<file path="config.mk">
export PLATFORM = sky130hd
export DESIGN_NAME = decode_stage
export DESIGN_NICKNAME = d
export VERILOG_FILES = /design/src/rtl/decode_pkg.sv /design/src/rtl/inst_decoder.sv /design/src/rtl/decode_stage.sv
export SDC_FILE = /design/constraint.sdc
export NUM_CORES = 1
export LEC_CHECK = 0
export ABC_AREA = 1
export CORE_AREA = 10 10 106 118
export DETAILED_ROUTE_END_ITERATION = 8
export DIE_AREA = 0 0 116 128
export GPL_TIMING_DRIVEN = 0
export MAX_ROUTING_LAYER = met4
export PLACE_DENSITY = 0.76
export RECOVER_POWER = 25
export SYNTH_ARGS = -nofsm -noshare
export SYNTH_HDL_FRONTEND = slang
export SYNTH_SLANG_ARGS = --single-unit
</file>
<file path="constraint.sdc">
create_clock -name clk -period 2.4 [get_ports clk]
set_input_delay 0.36 -clock clk [delete_from_list [all_inputs] [get_ports clk]]
set_output_delay 0.36 -clock clk [all_outputs]
set_load 0.01 [all_outputs]
</file>
<file path="src/rtl/decode_pkg.sv">
// decode_pkg: opcodes, register codes and decoded-word types for decode_stage.
// DECODE_ILLEGAL_TRAP_EN selects whether illegal words are presented or dropped.
package decode_pkg;

  localparam logic [2:0] OPC_ADD = 3'b000;
  localparam logic [2:0] OPC_SUB = 3'b001;
  localparam logic [2:0] OPC_MUL = 3'b010;
  localparam logic [2:0] OPC_DIV = 3'b011;
  localparam logic [2:0] OPC_LDA = 3'b100;
  localparam logic [2:0] OPC_STA = 3'b101;
  localparam logic [2:0] OPC_MOV = 3'b110;
  localparam logic [2:0] OPC_ILL = 3'b111;

  typedef enum logic [2:0] {
    OP_ADD = 3'd0,
    OP_SUB = 3'd1,
    OP_MUL = 3'd2,
    OP_DIV = 3'd3,
    OP_LDA = 3'd4,
    OP_STA = 3'd5,
    OP_MOV = 3'd6,
    OP_NOP = 3'd7
  } dec_op_t;

  localparam logic [31:0] REG_B = 32'h0000_000B;
  localparam logic [31:0] REG_C = 32'h0000_000C;

  localparam logic [1:0] RSEL_NONE = 2'b00;
  localparam logic [1:0] RSEL_B    = 2'b01;
  localparam logic [1:0] RSEL_C    = 2'b10;

  typedef enum logic [1:0] {
    ST_EMPTY = 2'd0,
    ST_ONE   = 2'd1,
    ST_TWO   = 2'd2
  } occ_t;

  typedef struct packed {
    dec_op_t     op;
    logic        addr_mode;
    logic [1:0]  reg_sel;
    logic [31:0] operand;
  } dec_fields_t;

  typedef struct packed {
    logic        illegal;
    dec_fields_t f;
  } dec_word_t;

  localparam dec_fields_t FIELDS_RST = '{
    op:        OP_NOP,
    addr_mode: 1'b0,
    reg_sel:   RSEL_NONE,
    operand:   32'h0
  };

  // RSEL_NONE doubles as "not a register" for the legality check
  function automatic logic [1:0] reg_code(input logic [31:0] i_f);
    logic [1:0] v;
    if (i_f == REG_B)
      v = RSEL_B;
    else if (i_f == REG_C)
      v = RSEL_C;
    else
      v = RSEL_NONE;
    return v;
  endfunction

endpackage

</file>
<file path="src/rtl/inst_decoder.sv">
// inst_decoder: combinational map from the 68-bit fetch word
// to the decoded struct, including the legality check.
module inst_decoder
  import decode_pkg::*;
(
  input  logic [67:0] i_inst,
  output dec_word_t   o_dec
);

  logic [2:0]  w_opc;
  logic        w_mode;
  logic [31:0] w_dst;
  logic [31:0] w_opd;
  logic [1:0]  w_rsel;
  logic        w_ill;
  dec_op_t     w_op;

  assign w_opc  = i_inst[67:65];
  assign w_mode = i_inst[64];
  assign w_dst  = i_inst[63:32];
  assign w_opd  = i_inst[31:0];

  always_comb begin
    w_op   = OP_NOP;
    w_rsel = RSEL_NONE;
    w_ill  = 1'b0;
    unique case (w_opc)
      OPC_ADD, OPC_SUB, OPC_MUL, OPC_DIV: begin
        w_op = dec_op_t'(w_opc);
        if (!w_mode) begin
          w_rsel = reg_code(w_opd);
          w_ill  = (w_rsel == RSEL_NONE);
        end
      end
      OPC_LDA: w_op = OP_LDA;
      OPC_STA: w_op = OP_STA;
      OPC_MOV: begin
        w_op   = OP_MOV;
        w_rsel = reg_code(w_dst);
        w_ill  = (w_rsel == RSEL_NONE);
      end
      OPC_ILL: w_ill = 1'b1;
      default: w_ill = 1'b1;
    endcase
  end

  assign o_dec.illegal     = w_ill;
  assign o_dec.f.op        = w_ill ? OP_NOP : w_op;
  assign o_dec.f.reg_sel   = w_ill ? RSEL_NONE : w_rsel;
  assign o_dec.f.addr_mode = w_mode;
  assign o_dec.f.operand   = w_opd;

endmodule

</file>
<file path="src/rtl/decode_stage.sv">
// decode_stage: 2-entry skid buffer around inst_decoder, latency 1.
// DECODE_ILLEGAL_TRAP_EN: present illegal words as NOP + dec_illegal.
module decode_stage
  import decode_pkg::*;
(
  input  logic        clk,
  input  logic        reset,
  input  logic [67:0] fetch_inst,
  input  logic        fetch_valid,
  output logic        fetch_ready,
  input  logic        dec_ready,
  input  logic        dec_flush,
  output logic        dec_valid,
  output logic [2:0]  dec_op,
  output logic        dec_addr_mode,
  output logic [1:0]  dec_reg,
  output logic [31:0] dec_operand,
  output logic        dec_illegal
);

  occ_t        r_state;
  logic        r_valid;
  logic        r_ready;
  dec_fields_t r_head;
  dec_fields_t r_skid;

  dec_word_t   w_dec;
  logic        w_acc;
  logic        w_keep;
  logic        w_in;
  logic        w_out;
  logic        w_ld_head;
  logic        w_ld_skid;
  logic        w_pop_skid;

  inst_decoder u_dec (
    .i_inst (fetch_inst),
    .o_dec  (w_dec)
  );

  assign w_acc = fetch_valid & r_ready;

`ifdef DECODE_ILLEGAL_TRAP_EN
  assign w_keep = 1'b1;
`else
  // illegal words complete the handshake but never enter the buffer
  assign w_keep = ~w_dec.illegal;
`endif

  assign w_in  = w_acc & w_keep;
  assign w_out = r_valid & dec_ready;

  assign w_ld_head = ~dec_flush & w_in &
    ((r_state == ST_EMPTY) | ((r_state == ST_ONE) & w_out));
  assign w_ld_skid = ~dec_flush & w_in &
    (r_state == ST_ONE) & ~w_out;
  assign w_pop_skid = ~dec_flush & w_out &
    (r_state == ST_TWO);

  always_ff @(posedge clk or posedge reset) begin
    if (reset) begin
      r_state <= ST_EMPTY;
      r_valid <= 1'b0;
      r_ready <= 1'b1;
    end else if (dec_flush) begin
      r_state <= ST_EMPTY;
      r_valid <= 1'b0;
      r_ready <= 1'b1;
    end else begin
      unique case (r_state)
        ST_EMPTY: if (w_in) begin
          r_state <= ST_ONE;
          r_valid <= 1'b1;
        end
        ST_ONE: if (w_in && !w_out) begin
          r_state <= ST_TWO;
          r_ready <= 1'b0;
        end else if (!w_in && w_out) begin
          r_state <= ST_EMPTY;
          r_valid <= 1'b0;
        end
        ST_TWO: if (w_out) begin
          r_state <= ST_ONE;
          r_ready <= 1'b1;
        end
        default: begin
          r_state <= ST_EMPTY;
          r_valid <= 1'b0;
          r_ready <= 1'b1;
        end
      endcase
    end
  end

  always_ff @(posedge clk or posedge reset) begin
    if (reset) begin
      r_head <= FIELDS_RST;
      r_skid <= FIELDS_RST;
    end else begin
      if (w_ld_head)
        r_head <= w_dec.f;
      else if (w_pop_skid)
        r_head <= r_skid;
      if (w_ld_skid)
        r_skid <= w_dec.f;
    end
  end

`ifdef DECODE_ILLEGAL_TRAP_EN
  logic r_head_ill;
  logic r_skid_ill;
  logic r_trap;

  always_ff @(posedge clk or posedge reset) begin
    if (reset) begin
      r_head_ill <= 1'b0;
      r_skid_ill <= 1'b0;
      r_trap     <= 1'b0;
    end else begin
      if (w_ld_head)
        r_head_ill <= w_dec.illegal;
      else if (w_pop_skid)
        r_head_ill <= r_skid_ill;
      if (w_ld_skid)
        r_skid_ill <= w_dec.illegal;
      if (w_in && w_dec.illegal && !dec_flush)
        r_trap <= 1'b1;
    end
  end

  // sticky trap is always set by the time an illegal head is shown
  assign dec_illegal = r_head_ill & r_trap;
`else
  assign dec_illegal = 1'b0;
`endif

  assign fetch_ready   = r_ready;
  assign dec_valid     = r_valid;
  assign dec_op        = r_head.op;
  assign dec_addr_mode = r_head.addr_mode;
  assign dec_reg       = r_head.reg_sel;
  assign dec_operand   = r_head.operand;

endmodule

</file>
# Word-level counts from Yosys, hierarchy flattened
# Index checks and enable logic that the tools add are counted.
classes:
  addsub: 0
  mul: 0
  div: 0
  magnitude_cmp: 0
  n_eq_ne: 21
  n_shift: 0
  muxes: 31
  bitwise_logic: 14
  n_reduce_logical: 13
op_table:
  columns: ["op", "count"]
  rows:
  - ["equality test 32 x 4 -> 1 bit (second input constant)", 4]
  - ["2-to-1 mux 38 bit", 2]
  - ["2-to-1 mux 2 bit", 14]
  - ["equality test 3 bit (second input constant)", 4]
  - ["one-hot mux 3 bit (4 select lines)", 1]
  - ["bitwise AND 1 bit", 10]
  - ["!= test 3 bit (second input constant)", 3]
  - ["one-hot mux 1 bit (3 select lines)", 3]
  - ["2-to-1 mux 1 bit", 8]
  - ["equality test 3 x 2 -> 1 bit (second input constant)", 2]
  - ["zero test 2 bit", 3]
  - ["!= test 3 x 2 -> 1 bit (second input constant)", 2]
  - ["one-hot mux 2 bit (3 select lines)", 1]
  - ["AND reduction 3 bit", 2]
  - ["!= test 2 bit (second input constant)", 2]
  - ["!= test 4 x 2 -> 1 bit (second input constant)", 1]
  - ["one-hot mux 2 bit (2 select lines)", 1]
  - ["AND reduction 4 bit", 1]
  - ["OR reduction 4 bit", 1]
  - ["equality test 3 x 1 -> 1 bit (second input constant)", 1]
  - ["zero test 3 bit", 1]
  - ["2-to-1 mux 3 bit", 1]
  - ["inverter 1 bit", 3]
  - ["equality test 2 x 1 -> 1 bit (second input constant)", 1]
  - ["other kinds (5)", 7]
word_totals:
  register_bits: 80
  latch_bits: 0
  mem_bits_rw: 0
  mem_bits_ro: 0
  n_memories: 0

# Depth between registers and ports, before layout
# Gate-level depths: netlist of the first run.
logic_depth:
  ltp_word: 16
  depth_mapped: 15
  ltp_nobuf: 14

# Cells and area by module
# Synthesis of the first run repeated with hierarchy kept, for this count alone.
hier_totals:
  hier_cells: 557
  area_unflattened_um2: 4236.6
by_module_without_submodules:
  columns: ["module", "n_inst", "cells_per_inst", "area_each_um2", "seq_area_each_um2"]
  rows:
  - ["decode_stage", 1, 413, 3449.6, 2010.7]
  - ["inst_decoder", 1, 144, 787.0, 0.0]

# Worst setup path after synthesis of the first run
# Ideal clock, no wire load.
synth_path:
  path_type: "input to register"
  from: "input port fetch_inst[39]"
  to: "register r_valid, in the netlist dec_valid"
  arrival_ps: 1903
  required_ps: 2317
  path_slack_ps: 415
  stages: 14
  path_buffers: 1
  path_cell_list: "nor2_1 and2_1 nand2_1 nor2_1 nand2_1 nand3_1 nand3_1 nor2_4 buf_4 ha_1 inv_1 nand2_1 a21oi_1 o22ai_1"
synth_between:
  elab_chain_len: 12
  word_cells_on_any_way: 16
  cone_classes: "eq/ne: 5; mux: 4; bitwise: 2; reduce/logical: 5"
synth_lines:
  columns: ["element", "line_no", "source"]
  rows:
  - ["start: declaration", "decode_stage.sv:8", "input logic [67:0] fetch_inst,"]
  - ["equality test 32 x 4 -> 1 bit", "decode_pkg.sv:62", "else if (i_f == REG_C)"]
  - ["2-to-1 mux 2 bit", "decode_pkg.sv:62", null]
  - ["2-to-1 mux 2 bit (*)", "decode_pkg.sv:60", "if (i_f == REG_B)"]
  - ["2-to-1 mux 2 bit (*)", "inst_decoder.sv:27", "unique case (w_opc)"]
  - ["zero test 2 bit (*)", "inst_decoder.sv:40", "w_ill = (w_rsel == RSEL_NONE);"]
  - ["one-hot mux 1 bit (3 select lines) (*)", "inst_decoder.sv:27", null]
  - ["inverter 1 bit (*)", "decode_stage.sv:47", "assign w_keep = ~w_dec.illegal;"]
  - ["bitwise AND 1 bit (*)", "decode_stage.sv:50", "assign w_in = w_acc & w_keep;"]
  - ["zero test 1 bit", "decode_stage.sv:78", "end else if (!w_in && w_out) begin"]
  - ["logical AND 1 bit", "decode_stage.sv:78", null]
  - ["!= test 3 x 2 -> 1 bit (no line)", null, null]
  - ["AND reduction 4 bit (no line) (*)", null, null]
  - ["end signal: assignment", "decode_stage.sv:73", "r_valid <= 1'b1;"]
  - ["end signal: assignment", "decode_stage.sv:80", "r_valid <= 1'b0;"]
  - ["end signal: assignment", "decode_stage.sv:88", "r_valid <= 1'b0;"]
  - ["end: declaration", "decode_stage.sv:22", "logic r_valid;"]
# Every way passes the cells marked *; elsewhere a longest branch is shown, timed or not. The select of a mux whose other input is x is not followed.
# A chain may end at the register's enable or synchronous reset.

# Worst setup path in the final report of the first run
layout_path:
  from: "input port fetch_inst[0]"
  to: "register r_head, in the netlist dec_reg[0]"
layout_between:
  elab_chain_len: 13
  word_cells_on_any_way: 18
  cone_classes: "eq/ne: 2; mux: 10; bitwise: 4; reduce/logical: 2"
layout_lines:
  columns: ["element", "line_no", "source"]
  rows:
  - ["equality test 32 x 4 -> 1 bit", "decode_pkg.sv:62", null]
  - ["2-to-1 mux 2 bit", "decode_pkg.sv:62", null]
  - ["2-to-1 mux 2 bit (*)", "decode_pkg.sv:60", null]
  - ["2-to-1 mux 2 bit (*)", "inst_decoder.sv:30", "if (!w_mode) begin"]
  - ["2-to-1 mux 2 bit (*)", "inst_decoder.sv:27", null]
  - ["zero test 2 bit", "inst_decoder.sv:32", "w_ill = (w_rsel == RSEL_NONE);"]
  - ["2-to-1 mux 1 bit", "inst_decoder.sv:30", null]
  - ["one-hot mux 1 bit (3 select lines)", "inst_decoder.sv:27", null]
  - ["inverter 1 bit", "decode_stage.sv:47", null]
  - ["bitwise AND 1 bit", "decode_stage.sv:50", null]
  - ["bitwise AND 1 bit (2 in a row)", "decode_stage.sv:53", "assign w_ld_head = ~dec_flush & w_in &"]
  - ["2-to-1 mux 38 bit or nonzero test 2 bit (tied branches)", null, null]
  - ["end signal: assignment", "decode_stage.sv:101", "r_head <= w_dec.f;"]
  - ["end signal: assignment", "decode_stage.sv:103", "r_head <= r_skid;"]
  - ["end: declaration", "decode_stage.sv:24", "dec_fields_t r_head;"]
# Marks and branches as above.

==> run metrics, run 1 <==
Fill cells 934; total track usage 0.1836; CTS max path bufs 2; Avg Cell Area, Syn 7.388 sq um; Post-route DRC 0; core area 10150 sq um; worst hold margin 0.4864 ns; Crit Path Category in2reg; yosys warns 0; CP max-delay cell clkdlybuf4s50_1; Area Growth Syn to Fin 37.65%; first-pass GRT wire length 21560 um; Post-Synth Adder-Cell Area 0.005770; final instance area 5969 sq um; # hold bufs at CTS 0; IO Port Bufs 112; CTS H-tree depth 3; Final Setup Violations 0; antenna violations before repair 0; required time worst endpoint 2.63 ns; Distinct cells, synth 31; Detailed Routing Iterations Pass 1 5; number of synthesized flops with an enable pin 0; TritonCTS clock tree built; Placer Congestion 0.9054; total power 5924 uW; Synth Net Count 662; die height 128 um; Vias 4401; Pleak 0.002907 uW; crit path max fanout 10; Seq cells post-synth 80; mux share of post-synthesis cell area 0; # rows 39; Final Hold Vio Count 0; Clock Pin Slew Worst Setup and Hold Paths 0.06 ns; synthesized area 4337 sq um; DIE AREA 14850 sq um; clk_lat worst skew 0.34 ns; max reg flops 38; I/O pins 114; # clock sinks 80; Crit path largest cell delay 0.51 ns; vias per cell 5.239; clk_skew 0.007555 ns; simple-gate share of the synthesized area 0.3748; CP cell instances clkdlybuf4s50_1 > nand2_1 > nor2_1 > nand2_2 > nor2_4 > nand2_2 > nand3_2 > nand3_2 > nor2_4 > buf_4 > buf_4 > nand4_1 > nand2_1 > nand2_1; chip width 116 um; Synth Flop Type dfrtp_1; initial DRC count 341; period utilization 0.9271; share of layout cells above drive strength 1 0.1269; min Tclk post-route 2.225 ns; utilization after layout 0.5881; Starting Density 0.4273; total clock buffers created by CTS 9; cell mode on critical path nand2_1; Worst Path Buf+Inv 3; Max Freq 0.4494 GHz; fin. max-slew vios 0; placed inst area 5635 sq um; largest family of logic cells by synthesized area simple AND/OR/NAND/NOR gates; asr flop ratio synth 1.000; vias in the first global route 4546; Antenna Cells 0; Max Cap Violations 0; register area 2011 sq um; Cells after Synth 587; Hold WC Path Type reg2reg; grt ovf 0; Setup crit start kind input port; Routed WL per cell 15.39 um; PwrDens 992.3 nW/um^2; Biggest register r_skid; Final nets 787; slew at the pin closest to its max-slew limit 0.9048 ns; status completed; largest net degree at the start of global routing 42; Seq/Total Area, Yosys 0.4636; DPL Wire Length 9693 um; CP delay by family, top simple AND/OR/NAND/NOR gates; Compound-Gate Fraction of Synth Area 0.06290; crit path capture type flip-flop; CP arrival 2.45 ns; multi-input logic area 1944 sq um; Clk Tree Root Cell clkbuf_16; Max-slew headroom 0.3968; final WL 12930 um; number of routed nets with antenna violations 0; Synth Area in XOR/XNOR 0; Peak VDD IR 0.4157 mV
[tightest hold or removal path, cell delays in order (launching register included)]
cell,delay (ns)
dfrtp_1,0.34
nand2_1,0.05
o21ai_0,0.06
[routing by layer]
| metal | vias to the layer above | track usage | share of wire |
|---|---|---|---|
| met1 | 2047 | 0.2242 | 0.43 |
| met5 | - | - | 0 |
| met2 | 200 | 0.2995 | 0.48 |
| met4 | 0 | 0.06116 | 0.019 |
| li1 | 2130 | - | - |
| met3 | 24 | 0.03277 | 0.072 |
[cell usage after synthesis, types with 2 or more instances]
library cell	number	area share
nor3_1	3	0.0035
nand2_1	232	0.20
o21ai_2	10	0.020
o21ai_0	7	0.0081
inv_1	29	0.025
buf_4	5	0.0087
clkbuf_1	18	0.016
nand2_2	3	0.0043
ha_1	2	0.0058
o21ai_1	22	0.025
a21oi_1	3	0.0035
inv_2	23	0.020
buf_2	4	0.0046
buf_6	6	0.016
buf_1	2	0.0017
nor2_4	3	0.0078
nor2_2	3	0.0043
nand3_1	47	0.054
dfrtp_1	73	0.42
nand4_1	39	0.056
nor2_1	37	0.032
dfstp_2	7	0.042
[layout make-up]
class | count | share of cell area
timing repair buffer | 114 | 0.1899
multi-input combinational | 419 | 0.3257
inverter | 53 | 0.03396
clock buffer | 12 | 0.04129
tap | 123 | 0.02578
clock inverter | 4 | 0.01174
sequential | 80 | 0.3368
buffer | 35 | 0.03479
[final timing paths]
check | slack (ns) | endpoint | cells past startpoint | from
max in group asynchronous | 0.36 | dec_reg[1] | 3 | reset
setup reg to reg | 0.29 | dec_operand[17] | 7 | dec_valid
hold / removal | 0.49 | r_skid[32] | 2 | r_skid[32]
min in group asynchronous | 0.66 | dec_operand[14] | 2 | reset
setup / recovery | 0.18 | dec_reg[0] | 14 | fetch_inst[0]
hold reg to reg | 0.49 | r_skid[32] | 2 | r_skid[32]
[cells in the final DEF (no fill, tap or decap), types with 4 or more instances in the layout]
cell	n
o21ai_2	10
nand3_1	45
buf_4	5
nand4_1	39
o21ai_1	22
nand2_2	4
clkbuf_16	9
inv_1	27
clkbuf_1	17
buf_2	5
dfstp_2	7
nor2_4	4
nand2_1	231
dfrtp_1	73
inv_2	24
nor2_1	37
o21ai_0	7
buf_6	7
clkdlybuf4s50_1	111
[power breakdown]
group          total (uW)  internal (uW)  leakage [uW]  switching, uW
Sequential           2370           2010      0.000966            360
Combinational        2080           1080       0.00178            993
Clock                1470            937      0.000157            536
Total                5920           4030       0.00291           1890
[per-stage QoR]
| stage | std cells | TNS (ns) | setup slack, ns |
|---|---|---|---|
| after CTS | 840 | 0 | 0.07802 |
| after global placement | 822 | -6.407 | -0.3099 |
| after detailed placement | 823 | -9.953 | -0.3875 |
| final | 840 | 0 | 0.1751 |
| after floorplan | 587 | 0 | 0.4147 |
| after global routing | 840 | -0.001285 | -0.001285 |
[logic make-up after synthesis]
| logic type | Yosys count |
|---|---|
| adder cells (fa/ha/maj) | 2 |
| flip-flops | 80 |
| AND/OR/NAND/NOR | 371 |
| AO/OA/AOI/OAI | 45 |
| buffers and inverters | 88 |
| other | 1 |
[repair_timing]
action / 4_1_cts / 5_1_grt
gates resized for setup: 0 / 12
setup buffers: 1 / 0
endpoints found under the setup margin: 2 / 47
hold endpoints to repair: 0 / 0
pin swaps: 1 / 1
(Power assumes the default switching activity.)
==> inputs of run 2 (changes only) <==
Settings changed: CORE_AREA 10 10 106 118 to 10 10 104 115, CTS_BUF_LIST set to sky130_fd_sc_hd__clkbuf_8, DIE_AREA 0 0 116 128 to 0 0 114 125, PLACE_DENSITY 0.76 to 0.79.
==> run metrics, run 2 (synthesized netlist as in run 1, its figures left out) <==
status finished, violations left; failing checks max-capacitance violations, max-slew violations; Biggest register r_skid; fin. max-slew vios 40; r2r setup slk 0.22 ns; # rows 38; final instance area 5866 sq um; final WL 12940 um; most frequent cells in the layout nand2_1 (231), clkdlybuf4s50_1 (111), dfrtp_1 (73), nand3_1 (45), nand4_1 (39); share of layout cells above drive strength 1 0.1309; required time worst endpoint 2.65 ns; slew at the pin closest to its max-slew limit 1.819 ns; total track usage 0.1871; Worst Path Buf+Inv 3; Starting Density 0.4471; PwrDens 925.2 nW/um^2; Routed WL per cell 15.44 um; CTS H-tree depth 3; CP cell instances clkdlybuf4s50_1 > nand2_1 > a21oi_1 > clkbuf_1 > clkbuf_1 > nand4_1 > nand2_1 > nand2_1; vias per cell 5.278; I/O pins 114; total clock buffers created by CTS 9; Max Cap Violations 1; Crit Path Category in2reg; largest net degree at the start of global routing 42; Crit path largest cell delay 0.46 ns; vias in the first global route 4636; Final Hold Vio Count 0; Hold WC Path Type reg2reg; commonest non-fill, non-tap cell in the layout nand2_1; # clock sinks 80; Final nets 788; IO Port Bufs 112; non-filler cells, final 838; Clock Pin Slew Worst Setup and Hold Paths 0.08 ns; # hold bufs at CTS 0; chip width 114 um; clk_lat worst skew 0.36 ns; core area 9699 sq um; Placer Congestion 0.8437; CTS max path bufs 2; cell mode on critical path nand2_1; DIE AREA 14250 sq um; min Tclk post-route 2.257 ns; crit path capture type flip-flop; utilization after layout 0.6047; Final Setup Violations 0; Max-slew headroom -0.2191; DPL Wire Length 9791 um; Fill cells 890; max reg flops 38; Clk Tree Root Cell clkbuf_8; die height 125 um; Post-route DRC 0; Vias 4423; CP max-delay cell clkbuf_1; Detailed Routing Iterations Pass 1 6; first-pass GRT wire length 21600 um; period utilization 0.9403; RSZ-0062 raised after global routing false; number of routed nets with antenna violations 0; antenna violations before repair 0; crit path max fanout 10; TritonCTS clock tree built; setup TNS 0 ns; Antenna Cells 0; CP delay by family, top buffers and inverters; DP Cell Count 820; grt ovf 0; clk_skew 0.006970 ns; CP arrival 2.51 ns; Setup crit start kind input port; placed inst area 5632 sq um; Peak VDD IR 0.2988 mV; initial DRC count 274; Area Growth Syn to Fin 35.26%; Pleak 0.002861 uW; Max Freq 0.4431 GHz
==> run 2: cell types whose count changed in the layout (fill, tap and decap cells not counted), sizes merged <==
cell      before  now
clkbuf        30   32
buf           19   18
inv           51   52
bufinv         2    0
clkinvlp       1    2
==> run 2: path summary, 6_finish.rpt <==
path	cells past startpoint	start	end
min	2	r_skid[4]	r_skid[4]
max in group asynchronous	3	reset	r_skid[37]
max reg2reg	7	dec_valid	dec_operand[26]
min in group asynchronous	2	reset	dec_operand[14]
min reg2reg	2	r_skid[4]	r_skid[4]
max	8	dec_ready	dec_operand[26]
==> run 2: what timing repair did <==
action	4_1_cts	5_1_grt
gates cloned	0	0
pin swaps	1	0
endpoints found under the setup margin	3	28
buffers inserted	2	0
resized for setup	0	10
==> run 2: where the power goes <==
part	leakage, uW	switching, uW	internal (uW)	total [uW]
Combinational	0.00180	1000	1090	2090
Clock	0.0000988	511	461	972
Sequential	0.000966	356	2010	2360
Total	0.00286	1870	3560	5430
==> run 2: cell type report <==
| cell class | count | area, sq um | area share |
|---|---|---|---|
| well taps | 120 | 150.1 | 0.02560 |
| plain buffers | 35 | 207.7 | 0.03541 |
| flip-flops and latches | 80 | 2011 | 0.3428 |
| inverters | 53 | 200.2 | 0.03413 |
| repair buffers | 115 | 1156 | 0.1971 |
| clock inverters | 4 | 26.28 | 0.004480 |
| multi-input cells | 419 | 1949 | 0.3323 |
| clock buffers | 12 | 165.2 | 0.02816 |
==> run 2: metrics by stage <==
stage	setup WS (ns)	hold WS, ns	power, uW
after global placement	-0.3226	0.4646	4379
final	0.1433	0.4877	5427
after global routing	0.003711	0.5067	5801
after floorplan	0.4147	0.4534	3349
after CTS	0.07603	0.4879	5449
after detailed placement	-0.3918	0.4693	4483
==> run 2: tightest hold or removal path, delay by kind of cell (launching register included) <==
| family | cells | cell delay (ns) |
|---|---|---|
| AO/OA/AOI/OAI | 1 | 0.05 |
| AND/OR/NAND/NOR | 1 | 0.06 |
| flip-flops | 1 | 0.35 |
==> run 2: routing by layer <==
metal / up-vias / global-route usage / wire length (um)
met5: - / - / 0
met4: 0 / 0.06568 / 200
met3: 26 / 0.05117 / 1030
met2: 203 / 0.3048 / 6544
met1: 2071 / 0.2158 / 5165
li1: 2123 / - / -
==> inputs of run 3 (changes only) <==
Settings changed: SKIP_LAST_GASP set to 1.
==> run metrics, run 3 (synthesized netlist as in run 1, its figures left out) <==
CP Depth 8; Area Growth Syn to Fin 35.17%; dpl ws -0.3918 ns; commonest non-fill, non-tap cell in the layout nand2_1; failing checks max-capacitance violations, max-slew violations; core area 9699 sq um; DIE AREA 14250 sq um; CP delay by family, top buffers and inverters; Pleak 0.002860 uW; share of layout cells above drive strength 1 0.1309; worst hold margin 0.4879 ns; post-route worst setup slack 0.1530 ns; period utilization 0.9362; number of routed nets with antenna violations 0; max reg flops 38; reg2reg path depth 7; IO Port Bufs 112; vias in the first global route 4636; initial DRC count 321; worst hold start r_skid[4]; Worst Path Buf+Inv 3; Biggest register r_skid; Setup crit start kind input port; min Tclk post-route 2.247 ns; TritonCTS clock tree built; non-filler cells, final 838; CTS max path bufs 2; Vias 4403; multi-input logic area 1949 sq um; r2r setup slk 0.22 ns; # rows 38; largest net degree at the start of global routing 42; DP Cell Count 820; met2 usage 0.3048; slew at the pin closest to its max-slew limit 1.810 ns; total clock buffers created by CTS 9; Final Setup Violations 0; final WL 12940 um; Reg2Reg Launch Point dec_valid; FF-to-FF End dec_operand[26]; Crit path largest cell delay 0.46 ns; setup TNS 0 ns; DPL Wire Length 9791 um; fin. max-slew vios 40; die height 125 um; met3 usage 0.05117; CP cell instances clkdlybuf4s50_1 > nand2_1 > a21oi_1 > clkbuf_1 > clkbuf_1 > nand4_1 > nand2_1 > nand2_1; PwrDens 925.7 nW/um^2; total track usage 0.1871; crit path max fanout 10; clk_skew 0.008955 ns; Clk Tree Root Cell clkbuf_8; register area 2011 sq um; CTS H-tree depth 3; Antenna Cells 0; CP max-delay cell clkbuf_1; Post-route DRC 0; grt ovf 0; required time worst endpoint 2.65 ns; Final nets 788; Max Freq 0.4450 GHz; cell mode on critical path nand2_1; most frequent cells in the layout nand2_1 (231), clkdlybuf4s50_1 (111), dfrtp_1 (73), nand3_1 (45), nand4_1 (39); Starting Density 0.4471; Peak VDD IR 0.2987 mV; Hold WC Path Type reg2reg; most used routing layer met2; status finished, violations left; Routed WL per cell 15.44 um; Crit Path Category in2reg; clk_lat worst skew 0.36 ns; Max Cap Violations 1; Placer Congestion 0.8437; Fill cells 891; Detailed Routing Iterations Pass 1 5; total power 5426 uW; # clock sinks 80; antenna violations before repair 0; hold-critical path depth 2; first-pass GRT wire length 21600 um; Clock Pin Slew Worst Setup and Hold Paths 0.08 ns; I/O pins 114; crit path capture type flip-flop; vias per cell 5.254; RSZ-0062 raised after global routing true; Global Route met1 Usage 0.2158; Max-slew headroom -0.2130; Final Hold Vio Count 0; CP arrival 2.50 ns; Setup crit start dec_ready; chip width 114 um; hold endpoint r_skid[4]
## run 3: how the worst max path moves through the flow
| stage | endpoint | slack (ns) |
|---|---|---|
| after global routing | dec_valid | -0.03 |
| after global placement | dec_valid | -0.32 |
| after floorplan | dec_valid | 0.41 |
| after detailed placement | dec_valid | -0.39 |
| final | dec_operand[26] | 0.15 |
| after CTS | dec_operand[21] | 0.08 |
## run 3: layout make-up
| cell class | count | area share |
|---|---|---|
| multi-input combinational | 419 | 0.3326 |
| inverter | 53 | 0.03415 |
| sequential | 80 | 0.3430 |
| clock inverter | 4 | 0.004482 |
| clock buffer | 12 | 0.02817 |
| tap | 120 | 0.02561 |
| timing repair buffer | 115 | 0.1972 |
| buffer | 35 | 0.03479 |
## run 3: worst min-delay path, stage by stage (launching register included)
cell and delay (ns):
dfrtp_1 0.35, nand2_1 0.06, o21ai_2 0.05
## run 3: where the power goes
| group | switching, uW | internal, uW |
|---|---|---|
| registers | 354 | 2010 |
| clock network | 512 | 461 |
| logic | 1000 | 1090 |
## run 3: repair_timing
item                                    CTS  global route
pin swaps                                 1             0
cloned                                    0             0
gates resized for setup                   0             9
endpoints found under the setup margin    3            28
hold buffers                              0             0
buffers inserted                          2             0
## run 3: per-stage QoR
| step | instance area (sq um) | utilization |
|---|---|---|
| global route | 5862 | 0.6044 |
| floorplan | 4340 | - |
| global placement | 5612 | 0.5786 |
| finish | 5862 | 0.6044 |
| detailed placement | 5632 | 0.5806 |
| CTS | 5838 | 0.6019 |
## run 3: layer usage
| metal | up-vias | share of wire |
|---|---|---|
| met1 | 2065 | 0.40 |
| li1 | 2123 | - |
| met5 | - | 0 |
| met3 | 24 | 0.073 |
| met4 | 0 | 0.018 |
| met2 | 191 | 0.51 |
